$ cat config.mk
export PLATFORM = sky130hd
export DESIGN_NAME = saturn_rstk_exec_flat
export DESIGN_NICKNAME = d
export VERILOG_FILES = /design/src/rtl/saturn_rstk_exec_if.sv /design/src/rtl/saturn_rstk_exec.sv /design/src/flat_wrapper.sv
export SDC_FILE = /design/constraint.sdc
export NUM_CORES = 1
export LEC_CHECK = 0
export CAP_MARGIN = 20
export CORE_ASPECT_RATIO = 1.5
export CORE_MARGIN = 2
export CORE_UTILIZATION = 59
export CTS_CLUSTER_SIZE = 20
export DETAILED_ROUTE_END_ITERATION = 16
export GPL_ROUTABILITY_DRIVEN = 0
export MAX_ROUTING_LAYER = met4
export PLACE_DENSITY = 0.95
export SYNTH_ARGS = -nofsm -noshare
export SYNTH_HDL_FRONTEND = slang
export SYNTH_SLANG_ARGS = --single-unit
$ cat constraint.sdc
create_clock -name i_clk -period 6.95 [get_ports i_clk]
set_input_delay 1.0425 -clock i_clk [delete_from_list [all_inputs] [get_ports i_clk]]
set_output_delay 1.0425 -clock i_clk [all_outputs]
set_load 0.02 [all_outputs]
$ cat src/rtl/saturn_rstk_exec_if.sv
// saturn_rstk_exec_if: signals between the return-stack execution stage and
// the surrounding core (decoder strobes, call-logic pushes, PC/C write-back
// requests and status flags).
// The master modport is the core/decoder side. The slave modport is the
// execution stage.
interface saturn_rstk_exec_if #(
  parameter int ADDR_W = 20
);
  // Decoder and control inputs to the stage
  logic              i_en_exec;
  logic              i_stalled;
  logic              i_ins_decoded;
  logic [ADDR_W-1:0] i_ins_addr;
  logic              i_direction;
  logic              i_ins_rtn;
  logic              i_set_xm;
  logic              i_set_carry;
  logic              i_carry_val;
  logic              i_ins_set_mode;
  logic              i_mode_dec;
  logic              i_ins_rstk_c;
  logic [ADDR_W-1:0] i_reg_c;
  logic              i_push_req;
  logic [ADDR_W-1:0] i_push_addr;

  // Results and status driven back to the core
  logic              o_busy;
  logic              o_done;
  logic              o_pc_load;
  logic [ADDR_W-1:0] o_pc_value;
  logic              o_c_load;
  logic [ADDR_W-1:0] o_c_value;
  logic              o_carry;
  logic              o_xm;
  logic              o_mode_dec;
  logic [4:0]        o_rstk_depth;
  logic              o_exec_error;
  logic [ADDR_W-1:0] o_err_addr;
  logic              o_rstk_ovf;
  logic              o_rstk_udf;

  modport master (
    output i_en_exec, i_stalled, i_ins_decoded, i_ins_addr, i_direction,
           i_ins_rtn, i_set_xm, i_set_carry, i_carry_val, i_ins_set_mode,
           i_mode_dec, i_ins_rstk_c, i_reg_c, i_push_req, i_push_addr,
    input  o_busy, o_done, o_pc_load, o_pc_value, o_c_load, o_c_value,
           o_carry, o_xm, o_mode_dec, o_rstk_depth, o_exec_error, o_err_addr,
           o_rstk_ovf, o_rstk_udf
  );

  modport slave (
    input  i_en_exec, i_stalled, i_ins_decoded, i_ins_addr, i_direction,
           i_ins_rtn, i_set_xm, i_set_carry, i_carry_val, i_ins_set_mode,
           i_mode_dec, i_ins_rstk_c, i_reg_c, i_push_req, i_push_addr,
    output o_busy, o_done, o_pc_load, o_pc_value, o_c_load, o_c_value,
           o_carry, o_xm, o_mode_dec, o_rstk_depth, o_exec_error, o_err_addr,
           o_rstk_ovf, o_rstk_udf
  );
endinterface

$ cat src/rtl/saturn_rstk_exec.sv
// saturn_rstk_exec: Saturn execution stage for the RTN family, SETHEX/SETDEC
// and RSTK=C / C=RSTK. It owns the circular hardware return stack and the
// XM, carry and decimal-mode status bits.
// Optional feature macro: SATURN_RSTK_STATUS_EN. When it is defined, sticky
// overflow/underflow flags are built. When it is undefined, those outputs
// are tied to 0.
// Reset is synchronous and active-low (i_reset).
module saturn_rstk_exec #(
  parameter int RSTK_DEPTH = 8,
  parameter int ADDR_W     = 20
) (
  input  logic              i_clk,
  input  logic              i_reset,
  saturn_rstk_exec_if.slave bus
);

  localparam int         PTR_W      = $clog2(RSTK_DEPTH);
  localparam logic [4:0] DEPTH_FULL = 5'(RSTK_DEPTH);

  typedef enum logic [1:0] {
    S_IDLE = 2'd0,
    S_EXEC = 2'd1,
    S_DONE = 2'd2
  } state_t;

  typedef enum logic [1:0] {
    OP_RTN    = 2'd0,
    OP_POP_C  = 2'd1,
    OP_PUSH_C = 2'd2
  } op_t;

  state_t            state_q, state_d;
  op_t               op_q, op_d;
  logic              set_xm_q, set_xm_d;
  logic              set_carry_q, set_carry_d;
  logic              carry_val_q, carry_val_d;
  logic [ADDR_W-1:0] operand_q, operand_d;

  logic [PTR_W-1:0]  ptr_q, ptr_d;
  logic [4:0]        depth_q, depth_d;

  logic              busy_q, busy_d;
  logic              done_q, done_d;
  logic              pc_load_q, pc_load_d;
  logic [ADDR_W-1:0] pc_value_q, pc_value_d;
  logic              c_load_q, c_load_d;
  logic [ADDR_W-1:0] c_value_q, c_value_d;
  logic              carry_q, carry_d;
  logic              xm_q, xm_d;
  logic              mode_dec_q, mode_dec_d;
  logic              exec_error_q, exec_error_d;
  logic [ADDR_W-1:0] err_addr_q, err_addr_d;

  logic              advance;
  logic [1:0]        op_count;
  logic              op_onehot;
  logic              push_en;
  logic [ADDR_W-1:0] push_data;
  logic              pop_en;
  logic              stack_full;
  logic              stack_empty;
  logic [ADDR_W-1:0] rd_data;
  logic [ADDR_W-1:0] pop_value;

  // Stack storage; ptr_q is the next free slot, so the top is ptr_q - 1.
  logic [ADDR_W-1:0] stack_mem [RSTK_DEPTH];

  assign advance     = bus.i_en_exec & ~bus.i_stalled;
  assign op_count    = {1'b0, bus.i_ins_rtn} + {1'b0, bus.i_ins_set_mode} +
                       {1'b0, bus.i_ins_rstk_c};
  assign op_onehot   = (op_count == 2'd1);
  assign stack_full  = (depth_q == DEPTH_FULL);
  assign stack_empty = (depth_q == 5'd0);
  assign rd_data     = stack_mem[ptr_q - PTR_W'(1)];
  // An empty-stack pop returns 0 instead of stale RAM contents.
  assign pop_value   = stack_empty ? '0 : rd_data;

  // Next-state and output decode. Everything holds unless the stage advances.
  always_comb begin
    state_d      = state_q;
    op_d         = op_q;
    set_xm_d     = set_xm_q;
    set_carry_d  = set_carry_q;
    carry_val_d  = carry_val_q;
    operand_d    = operand_q;
    busy_d       = busy_q;
    done_d       = done_q;
    pc_load_d    = pc_load_q;
    pc_value_d   = pc_value_q;
    c_load_d     = c_load_q;
    c_value_d    = c_value_q;
    carry_d      = carry_q;
    xm_d         = xm_q;
    mode_dec_d   = mode_dec_q;
    exec_error_d = exec_error_q;
    err_addr_d   = err_addr_q;
    push_en      = 1'b0;
    push_data    = bus.i_push_addr;
    pop_en       = 1'b0;

    if (advance) begin
      done_d       = 1'b0;
      pc_load_d    = 1'b0;
      c_load_d     = 1'b0;
      exec_error_d = 1'b0;

      case (state_q)
        S_IDLE: begin
          if (bus.i_ins_decoded) begin
            if (op_onehot) begin
              if (bus.i_ins_set_mode) begin
                // Mode switches complete in the accepting cycle.
                mode_dec_d = bus.i_mode_dec;
                done_d     = 1'b1;
              end else begin
                op_d        = bus.i_ins_rtn ? OP_RTN :
                              (bus.i_direction ? OP_POP_C : OP_PUSH_C);
                set_xm_d    = bus.i_set_xm;
                set_carry_d = bus.i_set_carry;
                carry_val_d = bus.i_carry_val;
                operand_d   = bus.i_reg_c;
                busy_d      = 1'b1;
                state_d     = S_EXEC;
              end
              // A call push colliding with a valid instruction is dropped.
              if (bus.i_push_req) begin
                exec_error_d = 1'b1;
                err_addr_d   = bus.i_push_addr;
              end
            end else begin
              // Malformed decode: report it. A colliding push is dropped too.
              exec_error_d = 1'b1;
              err_addr_d   = bus.i_ins_addr;
            end
          end else if (bus.i_push_req) begin
            push_en   = 1'b1;
            push_data = bus.i_push_addr;
          end
        end

        S_EXEC: begin
          if (op_q == OP_RTN) begin
            pop_en     = 1'b1;
            pc_value_d = pop_value;
            pc_load_d  = 1'b1;
            if (set_xm_q) begin
              xm_d = 1'b1;
            end
            if (set_carry_q) begin
              carry_d = carry_val_q;
            end
          end else if (op_q == OP_POP_C) begin
            pop_en    = 1'b1;
            c_value_d = pop_value;
            c_load_d  = 1'b1;
          end else begin
            push_en   = 1'b1;
            push_data = operand_q;
          end
          state_d = S_DONE;
          if (bus.i_ins_decoded) begin
            exec_error_d = 1'b1;
            err_addr_d   = bus.i_ins_addr;
          end else if (bus.i_push_req) begin
            exec_error_d = 1'b1;
            err_addr_d   = bus.i_push_addr;
          end
        end

        S_DONE: begin
          done_d  = 1'b1;
          busy_d  = 1'b0;
          state_d = S_IDLE;
          // Busy is still visible this cycle, so arrivals count as conflicts.
          if (bus.i_ins_decoded) begin
            exec_error_d = 1'b1;
            err_addr_d   = bus.i_ins_addr;
          end else if (bus.i_push_req) begin
            exec_error_d = 1'b1;
            err_addr_d   = bus.i_push_addr;
          end
        end

        default: begin
          busy_d  = 1'b0;
          state_d = S_IDLE;
        end
      endcase
    end
  end

  // Pointer and depth update. A full push wraps over the oldest entry.
  // An empty pop leaves both the pointer and the depth unchanged.
  always_comb begin
    ptr_d   = ptr_q;
    depth_d = depth_q;
    if (push_en) begin
      ptr_d = ptr_q + PTR_W'(1);
      if (!stack_full) begin
        depth_d = depth_q + 5'd1;
      end
    end else if (pop_en && !stack_empty) begin
      ptr_d   = ptr_q - PTR_W'(1);
      depth_d = depth_q - 5'd1;
    end
  end

  // FSM state register.
  always_ff @(posedge i_clk) begin
    if (!i_reset) begin
      state_q <= S_IDLE;
    end else begin
      state_q <= state_d;
    end
  end

  // Stack RAM write port. Contents are deliberately left out of reset.
  always_ff @(posedge i_clk) begin
    if (push_en) begin
      stack_mem[ptr_q] <= push_data;
    end
  end

  // Latched operands, stack bookkeeping and output registers.
  always_ff @(posedge i_clk) begin
    if (!i_reset) begin
      op_q         <= OP_RTN;
      set_xm_q     <= 1'b0;
      set_carry_q  <= 1'b0;
      carry_val_q  <= 1'b0;
      operand_q    <= '0;
      ptr_q        <= '0;
      depth_q      <= 5'd0;
      busy_q       <= 1'b0;
      done_q       <= 1'b0;
      pc_load_q    <= 1'b0;
      pc_value_q   <= '0;
      c_load_q     <= 1'b0;
      c_value_q    <= '0;
      carry_q      <= 1'b0;
      xm_q         <= 1'b0;
      mode_dec_q   <= 1'b0;
      exec_error_q <= 1'b0;
      err_addr_q   <= '0;
    end else begin
      op_q         <= op_d;
      set_xm_q     <= set_xm_d;
      set_carry_q  <= set_carry_d;
      carry_val_q  <= carry_val_d;
      operand_q    <= operand_d;
      ptr_q        <= ptr_d;
      depth_q      <= depth_d;
      busy_q       <= busy_d;
      done_q       <= done_d;
      pc_load_q    <= pc_load_d;
      pc_value_q   <= pc_value_d;
      c_load_q     <= c_load_d;
      c_value_q    <= c_value_d;
      carry_q      <= carry_d;
      xm_q         <= xm_d;
      mode_dec_q   <= mode_dec_d;
      exec_error_q <= exec_error_d;
      err_addr_q   <= err_addr_d;
    end
  end

`ifdef SATURN_RSTK_STATUS_EN
  logic ovf_q;
  logic udf_q;

  // Sticky overflow/underflow flags. Only reset clears them.
  always_ff @(posedge i_clk) begin
    if (!i_reset) begin
      ovf_q <= 1'b0;
      udf_q <= 1'b0;
    end else begin
      if (push_en && stack_full) begin
        ovf_q <= 1'b1;
      end
      if (pop_en && stack_empty) begin
        udf_q <= 1'b1;
      end
    end
  end

  assign bus.o_rstk_ovf = ovf_q;
  assign bus.o_rstk_udf = udf_q;
`else
  assign bus.o_rstk_ovf = 1'b0;
  assign bus.o_rstk_udf = 1'b0;
`endif

  assign bus.o_busy       = busy_q;
  assign bus.o_done       = done_q;
  assign bus.o_pc_load    = pc_load_q;
  assign bus.o_pc_value   = pc_value_q;
  assign bus.o_c_load     = c_load_q;
  assign bus.o_c_value    = c_value_q;
  assign bus.o_carry      = carry_q;
  assign bus.o_xm         = xm_q;
  assign bus.o_mode_dec   = mode_dec_q;
  assign bus.o_rstk_depth = depth_q;
  assign bus.o_exec_error = exec_error_q;
  assign bus.o_err_addr   = err_addr_q;

endmodule

$ cat src/flat_wrapper.sv
// flat-port wrapper written by rule: the top's interface ports become plain ports
module saturn_rstk_exec_flat 
#(
  parameter int RSTK_DEPTH = 8,
  parameter int ADDR_W     = 20
)
  (i_clk, i_reset, bus_i_en_exec, bus_i_stalled, bus_i_ins_decoded, bus_i_ins_addr, bus_i_direction, bus_i_ins_rtn, bus_i_set_xm, bus_i_set_carry, bus_i_carry_val, bus_i_ins_set_mode, bus_i_mode_dec, bus_i_ins_rstk_c, bus_i_reg_c, bus_i_push_req, bus_i_push_addr, bus_o_busy, bus_o_done, bus_o_pc_load, bus_o_pc_value, bus_o_c_load, bus_o_c_value, bus_o_carry, bus_o_xm, bus_o_mode_dec, bus_o_rstk_depth, bus_o_exec_error, bus_o_err_addr, bus_o_rstk_ovf, bus_o_rstk_udf);
  saturn_rstk_exec_if #(.ADDR_W(ADDR_W)) bus_i ();
  input  logic i_clk;
  input  logic i_reset;
  input wire logic [$bits(bus_i.i_en_exec)-1:0] bus_i_en_exec;
  input wire logic [$bits(bus_i.i_stalled)-1:0] bus_i_stalled;
  input wire logic [$bits(bus_i.i_ins_decoded)-1:0] bus_i_ins_decoded;
  input wire logic [$bits(bus_i.i_ins_addr)-1:0] bus_i_ins_addr;
  input wire logic [$bits(bus_i.i_direction)-1:0] bus_i_direction;
  input wire logic [$bits(bus_i.i_ins_rtn)-1:0] bus_i_ins_rtn;
  input wire logic [$bits(bus_i.i_set_xm)-1:0] bus_i_set_xm;
  input wire logic [$bits(bus_i.i_set_carry)-1:0] bus_i_set_carry;
  input wire logic [$bits(bus_i.i_carry_val)-1:0] bus_i_carry_val;
  input wire logic [$bits(bus_i.i_ins_set_mode)-1:0] bus_i_ins_set_mode;
  input wire logic [$bits(bus_i.i_mode_dec)-1:0] bus_i_mode_dec;
  input wire logic [$bits(bus_i.i_ins_rstk_c)-1:0] bus_i_ins_rstk_c;
  input wire logic [$bits(bus_i.i_reg_c)-1:0] bus_i_reg_c;
  input wire logic [$bits(bus_i.i_push_req)-1:0] bus_i_push_req;
  input wire logic [$bits(bus_i.i_push_addr)-1:0] bus_i_push_addr;
  output wire logic [$bits(bus_i.o_busy)-1:0] bus_o_busy;
  output wire logic [$bits(bus_i.o_done)-1:0] bus_o_done;
  output wire logic [$bits(bus_i.o_pc_load)-1:0] bus_o_pc_load;
  output wire logic [$bits(bus_i.o_pc_value)-1:0] bus_o_pc_value;
  output wire logic [$bits(bus_i.o_c_load)-1:0] bus_o_c_load;
  output wire logic [$bits(bus_i.o_c_value)-1:0] bus_o_c_value;
  output wire logic [$bits(bus_i.o_carry)-1:0] bus_o_carry;
  output wire logic [$bits(bus_i.o_xm)-1:0] bus_o_xm;
  output wire logic [$bits(bus_i.o_mode_dec)-1:0] bus_o_mode_dec;
  output wire logic [$bits(bus_i.o_rstk_depth)-1:0] bus_o_rstk_depth;
  output wire logic [$bits(bus_i.o_exec_error)-1:0] bus_o_exec_error;
  output wire logic [$bits(bus_i.o_err_addr)-1:0] bus_o_err_addr;
  output wire logic [$bits(bus_i.o_rstk_ovf)-1:0] bus_o_rstk_ovf;
  output wire logic [$bits(bus_i.o_rstk_udf)-1:0] bus_o_rstk_udf;
  assign bus_i.i_en_exec = bus_i_en_exec;
  assign bus_i.i_stalled = bus_i_stalled;
  assign bus_i.i_ins_decoded = bus_i_ins_decoded;
  assign bus_i.i_ins_addr = bus_i_ins_addr;
  assign bus_i.i_direction = bus_i_direction;
  assign bus_i.i_ins_rtn = bus_i_ins_rtn;
  assign bus_i.i_set_xm = bus_i_set_xm;
  assign bus_i.i_set_carry = bus_i_set_carry;
  assign bus_i.i_carry_val = bus_i_carry_val;
  assign bus_i.i_ins_set_mode = bus_i_ins_set_mode;
  assign bus_i.i_mode_dec = bus_i_mode_dec;
  assign bus_i.i_ins_rstk_c = bus_i_ins_rstk_c;
  assign bus_i.i_reg_c = bus_i_reg_c;
  assign bus_i.i_push_req = bus_i_push_req;
  assign bus_i.i_push_addr = bus_i_push_addr;
  assign bus_o_busy = bus_i.o_busy;
  assign bus_o_done = bus_i.o_done;
  assign bus_o_pc_load = bus_i.o_pc_load;
  assign bus_o_pc_value = bus_i.o_pc_value;
  assign bus_o_c_load = bus_i.o_c_load;
  assign bus_o_c_value = bus_i.o_c_value;
  assign bus_o_carry = bus_i.o_carry;
  assign bus_o_xm = bus_i.o_xm;
  assign bus_o_mode_dec = bus_i.o_mode_dec;
  assign bus_o_rstk_depth = bus_i.o_rstk_depth;
  assign bus_o_exec_error = bus_i.o_exec_error;
  assign bus_o_err_addr = bus_i.o_err_addr;
  assign bus_o_rstk_ovf = bus_i.o_rstk_ovf;
  assign bus_o_rstk_udf = bus_i.o_rstk_udf;
  saturn_rstk_exec #(.RSTK_DEPTH(RSTK_DEPTH), .ADDR_W(ADDR_W)) u_core (.i_clk(i_clk), .i_reset(i_reset), .bus(bus_i));
endmodule
-- Yosys cells after proc, flatten, opt, wreduce, memory -nomap -nowiden
Memory sizes are Yosys's and may differ from the RTL's.
Cells that the tools add are included.
W data, S select, Z words.
- register bits after elaboration: 103
- bits in writable memories: 160
- input port bits: 74
- memories kept: 1
- memory list (memory ; words ; width ; read ports ; clocked after Yosys merged registers in ; write ports ; line ; RTL):
    u_core.stack_mem ; 8 ; 20 ; 1 ; 0 ; 1 ; saturn_rstk_exec.sv:66 ; logic [ADDR_W-1:0] stack_mem [RSTK_DEPTH];
- add/sub/neg operators: 6
- equal/unequal tests: 9
- muxes and demuxes: 49
- bitwise gates (word level): 5
- reductions and logical operators: 18
- operator list (operator ; count):
    $mux W20 ; 9
    $pmux W20 S2 ; 1
    $mux W1 ; 24
    $reduce_and A4 Y1 ; 4
    $mux W5 ; 3
    $reduce_and A5 Y1 ; 3
    $mux W2 ; 5
    $pmux W1 S2 ; 4
    $eq A2 B1 Y1 const B ; 3
    $mux W3 ; 2
    $ne A2 B2 Y1 const B ; 3
    $reduce_and A3 Y1 ; 2
    $add A5 B1 Y5 const B ; 1
    $eq A5 B4 Y1 const B ; 1
    $logic_not A5 Y1 ; 1
    $sub A5 B1 Y5 const B ; 1
    $logic_not A2 Y1 ; 2
    $not A1 Y1 ; 4
    $pmux W2 S2 ; 1
    $reduce_bool A2 Y1 ; 2
    $add A3 B1 Y3 const B ; 1
    $sub A3 B1 Y3 const B ; 1
    $add A1 B1 Y2 ; 1
    $add A2 B1 Y2 ; 1
    7 further kinds ; 7

-- Logic depth before layout (Yosys ltp)
Gate-level depths: netlist of run 1.
- word-level depth: 8
- gate-level depth with buffers: 11

-- Worst setup path after synthesis of run 1
Ideal clock, no wire load.
- path type: input-to-reg
- from: input port bus_i_stalled
- to: memory u_core.stack_mem[0][0] (enable)
- setup time: 0.448 ns
- arrival: 3.827 ns
- slack: 2.674 ns
- stages: 4
- path through: nand2b_1 > o21ai_0 > inv_1 > nor4_1
- word-level cells in the longest chain between the ends: 5
- RTL lines (what ; line ; RTL):
    from (decl) ; flat_wrapper.sv:12 ; input wire logic [$bits(bus_i.i_stalled)-1:0] bus_i_stalled;
    $not A1 Y1 ; saturn_rstk_exec.sv:68 ; assign advance = bus.i_en_exec & ~bus.i_stalled;
    $and A1 B1 Y1 ; saturn_rstk_exec.sv:68 ;
    $mux W1 ; saturn_rstk_exec.sv:101 ; if (advance) begin
    $mux W1 ; saturn_rstk_exec.sv:219 ; if (push_en) begin
    $mux W1 (not written as such) ; saturn_rstk_exec.sv:220 ; stack_mem[ptr_q] <= push_data;
    to (decl) ; saturn_rstk_exec.sv:66 ;
Every way passes these cells.

-- Final worst setup path of run 1
- from: input port bus_i_push_req
- to: register u_core.depth_q[4] (netlist: u_core.bus.o_rstk_depth[4])
- word-level cells in the longest chain between the ends: 6
- elaborated cells between the ends (all ways): 8
- classes of those cells: eq/ne (1); mux (5); reduce/logical (2)
- RTL lines (what ; line ; RTL):
    from (decl) ; flat_wrapper.sv:24 ; input wire logic [$bits(bus_i.i_push_req)-1:0] bus_i_push_req;
    $mux W1 (*) ; saturn_rstk_exec.sv:135 ; end else if (bus.i_push_req) begin
    $mux W1 (*) ; saturn_rstk_exec.sv:109 ; if (bus.i_ins_decoded) begin
    $pmux W1 S2 (*) ; saturn_rstk_exec.sv:107 ; case (state_q)
    $mux W1 (*) ; saturn_rstk_exec.sv:101 ;
    $ne A2 B2 Y1 (no source line) / $reduce_bool A2 Y1 (equally long branches) ; n/a ;
    $reduce_and A2 Y1 (no source line) ; n/a ;
    to (signal assigned) ; saturn_rstk_exec.sv:252 ; depth_q <= depth_d;
    to (decl) ; saturn_rstk_exec.sv:40 ; logic [4:0] depth_q, depth_d;
Every way passes the cells marked *; elsewhere a longest branch is shown, timed or not.
A chain may end at the register's enable or synchronous reset.

==> metrics.txt, run 1 <==
r2r startpoint u_core.state_q[1]$_SDFFE_PN0P_; detail-routed via count per cell 6.12; Num CTS Buffers 24; Final period util 0.586; largest cells by area after synthesis edfxtp_1 (45%), dfxtp_1 (19%), mux4_2 (8.5%), nand2_1 (3.4%), a22o_1 (3.3%); commonest non-fill, non-tap cell in the layout edfxtp_1; die area 19100 µm²; WP data required 7410 ps; first-pass GRT wire length 38.8 mm; CTS tree done; Die Y 168 µm; Cell Area, Synth 10600 µm²; largest net degree at the start of global routing 68; Multi-input gate area between 3000 and 4000 µm²; Final Instance Area about 13000 µm²; Worst slew margin 0.278; Clock Tree Root clkbuf_16; critical path type input port to register; Pwr Density around 250 nW/µm²; Top FF cell, synth edfxtp_1; initial antenna violation count 0; P_leak around 4.6 nW; share of cells above drive strength 1 0.142; final count of hold timing violations 0; clock skew 15.6 ps; boundary pin count roughly 150; crit path time final between 4000 and 5000 ps; Final setup violation count 0; hold path startpoint u_core.operand_q[15]$_SDFFE_PN0P_; drt drc 0; Final #Nets 977; crit path cell chain clkdlybuf4s50_1 > nand3b_1 > o21ai_0 > inv_1 > fa_1 > a21o_1 > a21oi_1 > xnor2_1 > or3_1 > a21boi_1; Cells after Synth 753; RSZ-0062 raised after global routing no; worst skew pair latency around 530 ps; Worst path top cell family by delay buffers and inverters; outcome finished, final reports clean; core area 17800 µm²; Synth Area per Inst 14.1 µm²; placed cell area ~12000 µm²; vias in the first global route 7116; fraction of registers with async set/reset 0; CP arrival 4530 ps; Synth-to-Final Area Change 23.8%; number of port buffers 146; Layout fillers 1061; antenna cells 0; maximum vdd drop 0.200 mV; Tightest Hold Check Type register to register; Final Instance Count excl. Fillers ~1100; Post-synth EDFFs 160; hold buffers post-CTS 0; die width 113 µm; setup ws final 2880 ps; Worst-path clk slew roughly 60 ps; clk buf depth 3; FMAX roughly 0.25 GHz; setup slack, reg-to-reg 3600 ps; max cap viols 0; Synth Warn # 0; Synth Register Bits 263; H-tree levels 1; Synth cell types 48; Setup WS pre-CTS about 2500 ps; fin. max-slew vios 0; Reg2Reg Depth 12; Critical Path Sink Type register; grt ovf 0; Synth top area share 0.453; Starting Density 0.596; drt first pass iters 5; crit start category input port; setup TNS 0 ps; CP max-delay cell clkdlybuf4s50_1; total power approximately 0.0033 W; sequential area share after synthesis 0.648; antenna-violating nets left 0; total wire length 24.9 mm; hpwl dp 15.9 mm; most frequent cells in the layout edfxtp_1 (160), clkdlybuf4s50_1 (145), dfxtp_1 (102), nand2_1 (96); Post-Place Cells 1081; number of DRC markers in iteration 0 560; register area 6870 µm²; worst hold path depth 2; Hold Path Sink u_core.operand_q[15]$_SDFFE_PN0P_; Routed WL per cell 22.1 µm; R2R Path End u_core.bus.o_rstk_depth[4]$_SDFFE_PN0P_; Post-CTS Setup Bufs 0; FP Rows 60; gr usage total 0.272; Clock Sinks 263; cell accounting for the most synthesized area edfxtp_1; CP Max Fanout 24; Worst-Margin Slew 1080 ps; critical path's largest stage delay 940 ps; routed vias 6883; PostCTS Resize Cnt 0; Bufs and invs on worst path 2
-- per-layer routing --
layer / vias to the layer above / routed length (µm) / global-route usage / share of wire
met3: 57 / 1470 / 0.0360 / 0.059
met4: 0 / 699 / 0.0997 / 0.028
met2: 342 / 13400 / 0.478 / 0.54
met1: 3393 / 9320 / 0.320 / 0.37
met5: - / 0 / - / 0
li1: 3091 / - / - / -
-- registers in the layout, summed over array words and instances (netlist names), 2 cells and up --
register	count
u_core.bus.o_c_value	20
u_core.bus.o_err_addr	20
u_core.bus.o_pc_value	20
u_core.bus.o_rstk_depth	5
u_core.op_q	2
u_core.operand_q	20
u_core.ptr_q	3
u_core.stack_mem	160
u_core.state_q	2
-- kinds of logic (layout without fill, tap and decap cells) --
| family | Yosys count | count (layout) | synth area share |
|---|---|---|---|
| muxes | 69 | 69 | 0.115 |
| adders and majority gates | 13 | 13 | 0.0168 |
| buffers and inverters | 61 | 215 | 0.0230 |
| other | 1 | 2 | 0.000354 |
| DFF | 263 | 263 | 0.648 |
| AOI/OAI and AO/OA | 151 | 151 | 0.105 |
| and+or+nand+nor | 187 | 187 | 0.0857 |
| xor gates and xnor gates | 8 | 8 | 0.00661 |
-- cells in the mapped netlist, drive strengths merged (3+ instances only) --
| master | instances |
|---|---|
| edfxtp | 160 |
| nor4 | 5 |
| nor2b | 11 |
| nor2 | 26 |
| a22o | 40 |
| nor3b | 20 |
| mux2i | 8 |
| a21oi | 29 |
| inv | 9 |
| mux4 | 40 |
| clkbuf | 37 |
| mux2 | 21 |
| o211a | 20 |
| o21ai | 23 |
| nand2 | 96 |
| nand2b | 3 |
| ha | 11 |
| buf | 15 |
| dfxtp | 103 |
| a21boi | 29 |
| nor3 | 6 |
| xnor2 | 6 |
| and2 | 8 |
-- per-stage QoR --
stage / utilization / hold WS, ps
detailed placement: 0.692 / 460
CTS: 0.738 / 471
finish: 0.738 / 471
floorplan: - / 433
global placement: 0.691 / 440
global route: 0.738 / 481
-- power breakdown --
group / internal [W] / total (W) / switching [W]
Combinational: 0.000107 / 0.000231 / 0.000125
Sequential: 0.00166 / 0.00167 / 0.00000754
Clock: 0.000785 / 0.00135 / 0.000567
Total: 0.00256 / 0.00326 / 0.000699
-- final cells by class --
cell class                      count  area share
Sequential cell                   263       0.523
Multi-Input combinational cell    430       0.271
Timing Repair Buffer              162       0.120
Clock buffer                       34      0.0537
Tap cell                          217      0.0207
Clock inverter                     10     0.00829
Inverter                            9     0.00257
-- worst min-delay path: stages, from the launching register on --
cell      delay [ps]
dfxtp_1          310
nand2_1           50
a21boi_1          60
-- how the worst max path moves through the flow --
stage / cells after the start / start / slack (ps) / to
final: 10 / bus_i_push_req / 2880 / u_core.bus.o_rstk_depth[4]$_SDFFE_PN0P_
after global routing: 10 / bus_i_push_req / 2510 / u_core.bus.o_rstk_depth[4]$_SDFFE_PN0P_
after CTS: 10 / bus_i_push_req / 2900 / u_core.bus.o_rstk_depth[4]$_SDFFE_PN0P_
after global placement: 10 / bus_i_push_req / 2560 / u_core.bus.o_rstk_depth[4]$_SDFFE_PN0P_
after detailed placement: 10 / bus_i_push_req / 2460 / u_core.bus.o_rstk_depth[4]$_SDFFE_PN0P_
after floorplan: 4 / bus_i_stalled / 2670 / u_core.stack_mem[0][0]$_DFFE_PP_
(Power assumes the default switching activity.)
==> run 2, diff against run 1 <==
CORE_UTILIZATION = 49   (was 59)
PLACE_DENSITY = 0.86   (was 0.95)
clock period = 3.74 ns   (was 6.95 ns; I/O delays follow)
==> run 2 against run 1 <==
Global-route usage decreased by 4.9 points. Register-to-register slack got worse by 2700 ps. Via count decreased by 1.3%. Sequential power increased by 86%. Sequential share of layout area decreased by 0.64 points. Sequential cell count unchanged. Cell count increased by 5.8%. Design area increased by 1.2%. Highest routed layer unchanged. Count of clock-buffer cells in the layout decreased by 5.
==> metrics.txt, run 2 (same netlist as run 1, synthesis figures left out) <==
outcome finished, final reports clean; first-pass GRT wire length 38.0 mm; crit path time final 2830 ps; PostCTS Resize Cnt 0; H-tree levels 1; max cap viols 0; Post-CTS Setup Bufs 0; share of cells above drive strength 1 0.158; maximum vdd drop 0.363 mV; largest net degree at the start of global routing 67; drt first pass iters 5; Worst slew margin 0.419; Die Y around 180 µm; critical path type register to register; Tightest Hold Check Type register to register; Multi-input gate area 3550 µm²; setup slack, reg-to-reg 910 ps; hold buffers post-CTS 0; P_leak 4.65 nW; FP Rows 65; routed vias 6793; Synth-to-Final Area Change 25.3%; die width 124 µm; Starting Density 0.501; number of DRC markers in iteration 0 459; max reg flops between 150 and 200; final count of hold timing violations 0; r2r startpoint u_core.state_q[1]$_SDFFE_PN0P_; Pwr Density around 450 nW/µm²; core area 21100 µm²; CP Max Fanout 9; Reg2Reg Depth 11; WP data required roughly 4200 ps; grt ovf 0; CP arrival 3280 ps; register area 6870 µm²; die area between 20000 and 25000 µm²; Final period util 0.757; FMAX 0.353 GHz; Worst-path clk slew 70 ps; Setup WS pre-CTS 489 ps; clk buf depth 3; Final Instance Count excl. Fillers 1190; vias in the first global route 7016; most frequent cells in the layout edfxtp_1 (160), clkdlybuf4s50_1 (145), dfxtp_1 (102), nand2_1 (96); setup ws final 908 ps; total wire length about 24 mm; Routed WL per cell 20.4 µm; total power ~0.006 W; Layout fillers 1536; Most flops, register u_core.stack_mem; clock skew 19.2 ps; Final #Nets 991; worst hold path depth 2; gr usage total 0.224; R2R Path End u_core.bus.o_rstk_depth[4]$_SDFFE_PN0P_; worst skew pair latency 530 ps; RSZ-0062 raised after global routing no; number of port buffers 146; Hold Path Sink u_core.operand_q[10]$_SDFFE_PN0P_; Clock Tree Root clkbuf_16; Final setup violation count 0; antenna cells 0; boundary pin count 149; antenna-violating nets left 0; CTS tree done; hold path startpoint u_core.operand_q[10]$_SDFFE_PN0P_; Critical Path Sink Type register; initial antenna violation count 0; Clock Sinks between 200 and 300; crit start category register; commonest non-fill, non-tap cell in the layout edfxtp_1; fin. max-slew vios 0; drt drc 0; Worst-Margin Slew 872 ps; detail-routed via count per cell about 5.7; hpwl dp about 16 mm; Num CTS Buffers 24; Post-Place Cells 1146; Layout Utilization 0.628
run 2: cell count changes in the layout (fill, tap and decap cells not counted), moves of 2 or more:
cell and delta:
buf_4 +13, clkbuf_16 -2, clkinv_1 -2, clkinvlp_4 +4, buf_12 +2, clkinv_4 +2
run 2: worst max-delay path by stage:
stage                                         from                                 endpoint  slack [ps]  cells after the start
finish              u_core.state_q[1]$_SDFFE_PN0P_  u_core.bus.o_rstk_depth[4]$_SDFFE_PN0P_         910                     11
global route        u_core.state_q[1]$_SDFFE_PN0P_  u_core.bus.o_rstk_depth[4]$_SDFFE_PN0P_         660                     11
CTS                 u_core.state_q[1]$_SDFFE_PN0P_  u_core.bus.o_rstk_depth[4]$_SDFFE_PN0P_         910                     11
detailed placement              bus_i_ins_set_mode           u_core.bus.o_busy$_SDFFE_PN0P_         490                      8
global placement                bus_i_ins_set_mode   u_core.bus.o_err_addr[13]$_SDFFE_PN0P_         530                      7
floorplan           u_core.state_q[0]$_SDFFE_PN0P_         u_core.stack_mem[0][0]$_DFFE_PP_         -60                      6
run 2: worst max-delay path, stage by stage (launching register included):
cell,delay [ps]
dfxtp_1,340
inv_1,140
ha_1,320
nand3b_1,110
o21ai_0,240
inv_1,250
fa_1,460
a21o_1,190
a21oi_1,170
xnor2_1,90
or3_1,310
a21boi_1,140
run 2: cell type report:
type	instances	area share
Multi-Input combinational cell	430	0.267
Clock inverter	15	0.0123
Timing Repair Buffer	176	0.128
Inverter	9	0.00254
Sequential cell	263	0.517
Clock buffer	29	0.0474
Tap cell	268	0.0252
run 2: layer usage:
| layer | wire, µm | part of all wire | global-route usage | up-vias |
|---|---|---|---|---|
| met1 | 9850 | 0.41 | 0.278 | 3376 |
| li1 | - | - | - | 3125 |
| met2 | 12600 | 0.52 | 0.383 | 253 |
| met3 | 1310 | 0.054 | 0.0300 | 39 |
| met5 | 0 | 0 | - | - |
| met4 | 495 | 0.020 | 0.0616 | 0 |
run 2: report_power, final:
group	leakage (nW)	internal, W	switching [W]
clock network	0.372	0.00136	0.00109
logic	2.01	0.000205	0.000231
registers	2.27	0.00309	0.0000135
total	4.65	0.00466	0.00133
run 2: metrics by stage:
stage | hold WS, ps | cell area, µm² | setup TNS (ps)
after global routing | 486 | 13300 | 0
after global placement | 440 | 12500 | 0
after detailed placement | 446 | 12500 | 0
final | 460 | 13300 | 0
after CTS | 464 | 13300 | 0
after floorplan | 433 | 10600 | -3820
==> run 3, diff against run 2 <==
CORE_UTILIZATION = 54   (was 49)
PLACE_DENSITY = 0.89   (was 0.86)
clock period = 2.8 ns   (was 3.74 ns; I/O delays follow)
==> run 3 against run 2 <==
First-iteration DRC count grew 18%. Clock skew shrank 8.4 ps. Power grew 36%. Sequential power grew 33%. Sequential cell count is the same. Sequential share of layout area shrank 0.96 points. Clock power grew 38%. Largest cell class unchanged. Highest routed layer unchanged.
==> metrics.txt, run 3 (same netlist as run 1, synthesis figures left out) <==
grt ovf 0; H-tree levels 1; initial antenna violation count 1; number of DRC markers in iteration 0 542; Worst slew margin 0.431; Final period util 0.911; Bufs and invs on worst path 2; detail-routed via count per cell 5.78; worst hold path depth 3; WP data required 3250 ps; P_leak 4.76 nW; outcome finished, final reports clean; CP max-delay cell fa_1; r2r startpoint u_core.state_q[0]$_SDFFE_PN0P_; Most flops, register u_core.stack_mem; vias in the first global route 7226; critical path's largest stage delay 410 ps; drt drc 0; Worst-path clk slew approximately 70 ps; drt first pass iters 5; Worst-Margin Slew 853 ps; register area 6870 µm²; Die Y 176 µm; core area approximately 19000 µm²; hold buffers post-CTS 0; Post-CTS Setup Bufs 0; FP Rows 62; Sw Pwr between 0.0015 and 0.002 W; RSZ-0062 raised after global routing no; fin. max-slew vios 0; worst skew pair latency roughly 520 ps; total wire length 24.8 mm; critical path type register to register; clk buf depth 3; setup slack, reg-to-reg 250 ps; Layout fillers 1275; share of cells above drive strength 1 0.164; crit start category register; Clk network pwr share 0.415; setup TNS 0 ps; max cap viols 0; most frequent cells in the layout edfxtp_1 (160), clkdlybuf4s50_1 (145), dfxtp_1 (102), nand2_1 (96); maximum vdd drop approximately 0.48 mV; P_int around 0.0064 W; Critical Path Sink Type register; Final setup violation count 0; Routed WL per cell 20.9 µm; Multi-input gate area 3580 µm²; antenna-violating nets left 0; Clock Sinks around 260; switch share 0.213; commonest non-fill, non-tap cell in the layout edfxtp_1; Comb pwr share 0.075; CP arrival 3000 ps; instance count on the critical path 11; crit path cell chain inv_1 > ha_1 > nand3b_1 > o21ai_0 > inv_1 > fa_1 > a21o_1 > a21oi_1 > xnor2_1 > or3_1 > a21boi_1; Worst path top cell family by delay compound AO/OA/AOI/OAI gates; Hold Path Sink u_core.operand_q[15]$_SDFFE_PN0P_; die width 118 µm; Reg2Reg Depth 11; Top cell by count, worst path inv_1; boundary pin count ~150; number of port buffers 146; R2R Path End u_core.bus.o_rstk_depth[4]$_SDFFE_PN0P_; Tightest Hold Check Type input port to register; largest net degree at the start of global routing between 60 and 70; routed vias 6855; Num CTS Buffers 24; Clock Tree Root clkbuf_16; Starting Density 0.551; die area 20800 µm²; Fin Hold WS 449 ps; FMAX 0.392 GHz; first-pass GRT wire length 39.2 mm; hold path startpoint bus_i_reg_c[15]; Synth-to-Final Area Change 27.7%; CTS tree done; Sequential Power Share 0.510; CP Max Fanout 4; max reg flops 160; total power 0.00813 W; Pwr Density approximately 600 nW/µm²; final count of hold timing violations 0; gr usage total 0.249; Worst setup startpoint u_core.state_q[0]$_SDFFE_PN0P_; clock skew 10.8 ps; crit path time final 2550 ps; Final #Nets between 900 and 1000; hpwl dp 16.0 mm
-- run 3: changes by cell type in the layout (fill, tap and decap cells not counted), sizes merged --
cell	delta
bufinv	+1
clkbuf	+1
buf	+8
diode	+1
clkinvlp	-5
inv	+2
-- run 3: power by group through the flow --
| stage | combinational, W | sequential (W) | clock (W) |
|---|---|---|---|
| after detailed placement | 0.000605 | 0.00423 | 0 |
| after floorplan | 0.000294 | 0.00426 | 0 |
| after global routing | 0.000658 | 0.00415 | 0.00357 |
| after CTS | 0.000612 | 0.00415 | 0.00342 |
| final | 0.000609 | 0.00415 | 0.00337 |
| after global placement | 0.000588 | 0.00423 | 0 |
-- run 3: repair_timing --
| item | 4_1_cts | 5_1_grt |
|---|---|---|
| endpoints found under the hold margin | 0 | 0 |
| setup endpoints to repair | 0 | 1 |
| gates resized for setup | 0 | 1 |
-- run 3: final cells by class --
cell class | instances | share of cell area
Multi-Input combinational cell | 430 | 0.264
Sequential cell | 263 | 0.507
Clock buffer | 30 | 0.0492
Timing Repair Buffer | 184 | 0.142
Inverter | 9 | 0.00250
Antenna cell | 1 | 0.000185
Tap cell | 256 | 0.0237
Clock inverter | 13 | 0.0112
-- run 3: worst max-delay path by stage --
stage,to,slack (ps)
6_report,u_core.bus.o_rstk_depth[4]$_SDFFE_PN0P_,250
5_1_grt,u_core.bus.o_rstk_depth[4]$_SDFFE_PN0P_,30
4_1_cts,u_core.bus.o_rstk_depth[4]$_SDFFE_PN0P_,220
3_5_place_dp,u_core.bus.o_rstk_depth[4]$_SDFFE_PN0P_,-30
3_3_place_gp,u_core.bus.o_busy$_SDFFE_PN0P_,60
2_1_floorplan,u_core.stack_mem[6][0]$_DFFE_PP_,-350
-- run 3: metrics by stage --
stage | cells | utilization | instance area, µm² | setup WS (ps)
finish | 1186 | 0.704 | 13500 | 249
global route | 1186 | 0.704 | 13500 | 29.9
CTS | 1185 | 0.703 | 13500 | 220
detailed placement | 1142 | 0.661 | 12700 | -33.5
global placement | 1142 | 0.661 | 12700 | 60.0
floorplan | 754 | - | 10600 | -351
-- run 3: worst reg2reg max path, stage by stage, from the launching register on --
cell and delay, ps:
dfxtp_1 350, inv_1 140, ha_1 210, nand3b_1 90, o21ai_0 240, inv_1 150
fa_1 410, a21o_1 190, a21oi_1 170, xnor2_1 90, or3_1 310, a21boi_1 140
-- run 3: routing by layer --
layer / part of all wire / global-route usage / up-vias
met1: 0.38 / 0.296 / 3339
met3: 0.069 / 0.0406 / 63
li1: - / - / 3140
met4: 0.030 / 0.0858 / 0
met5: 0 / - / -
met2: 0.52 / 0.431 / 313
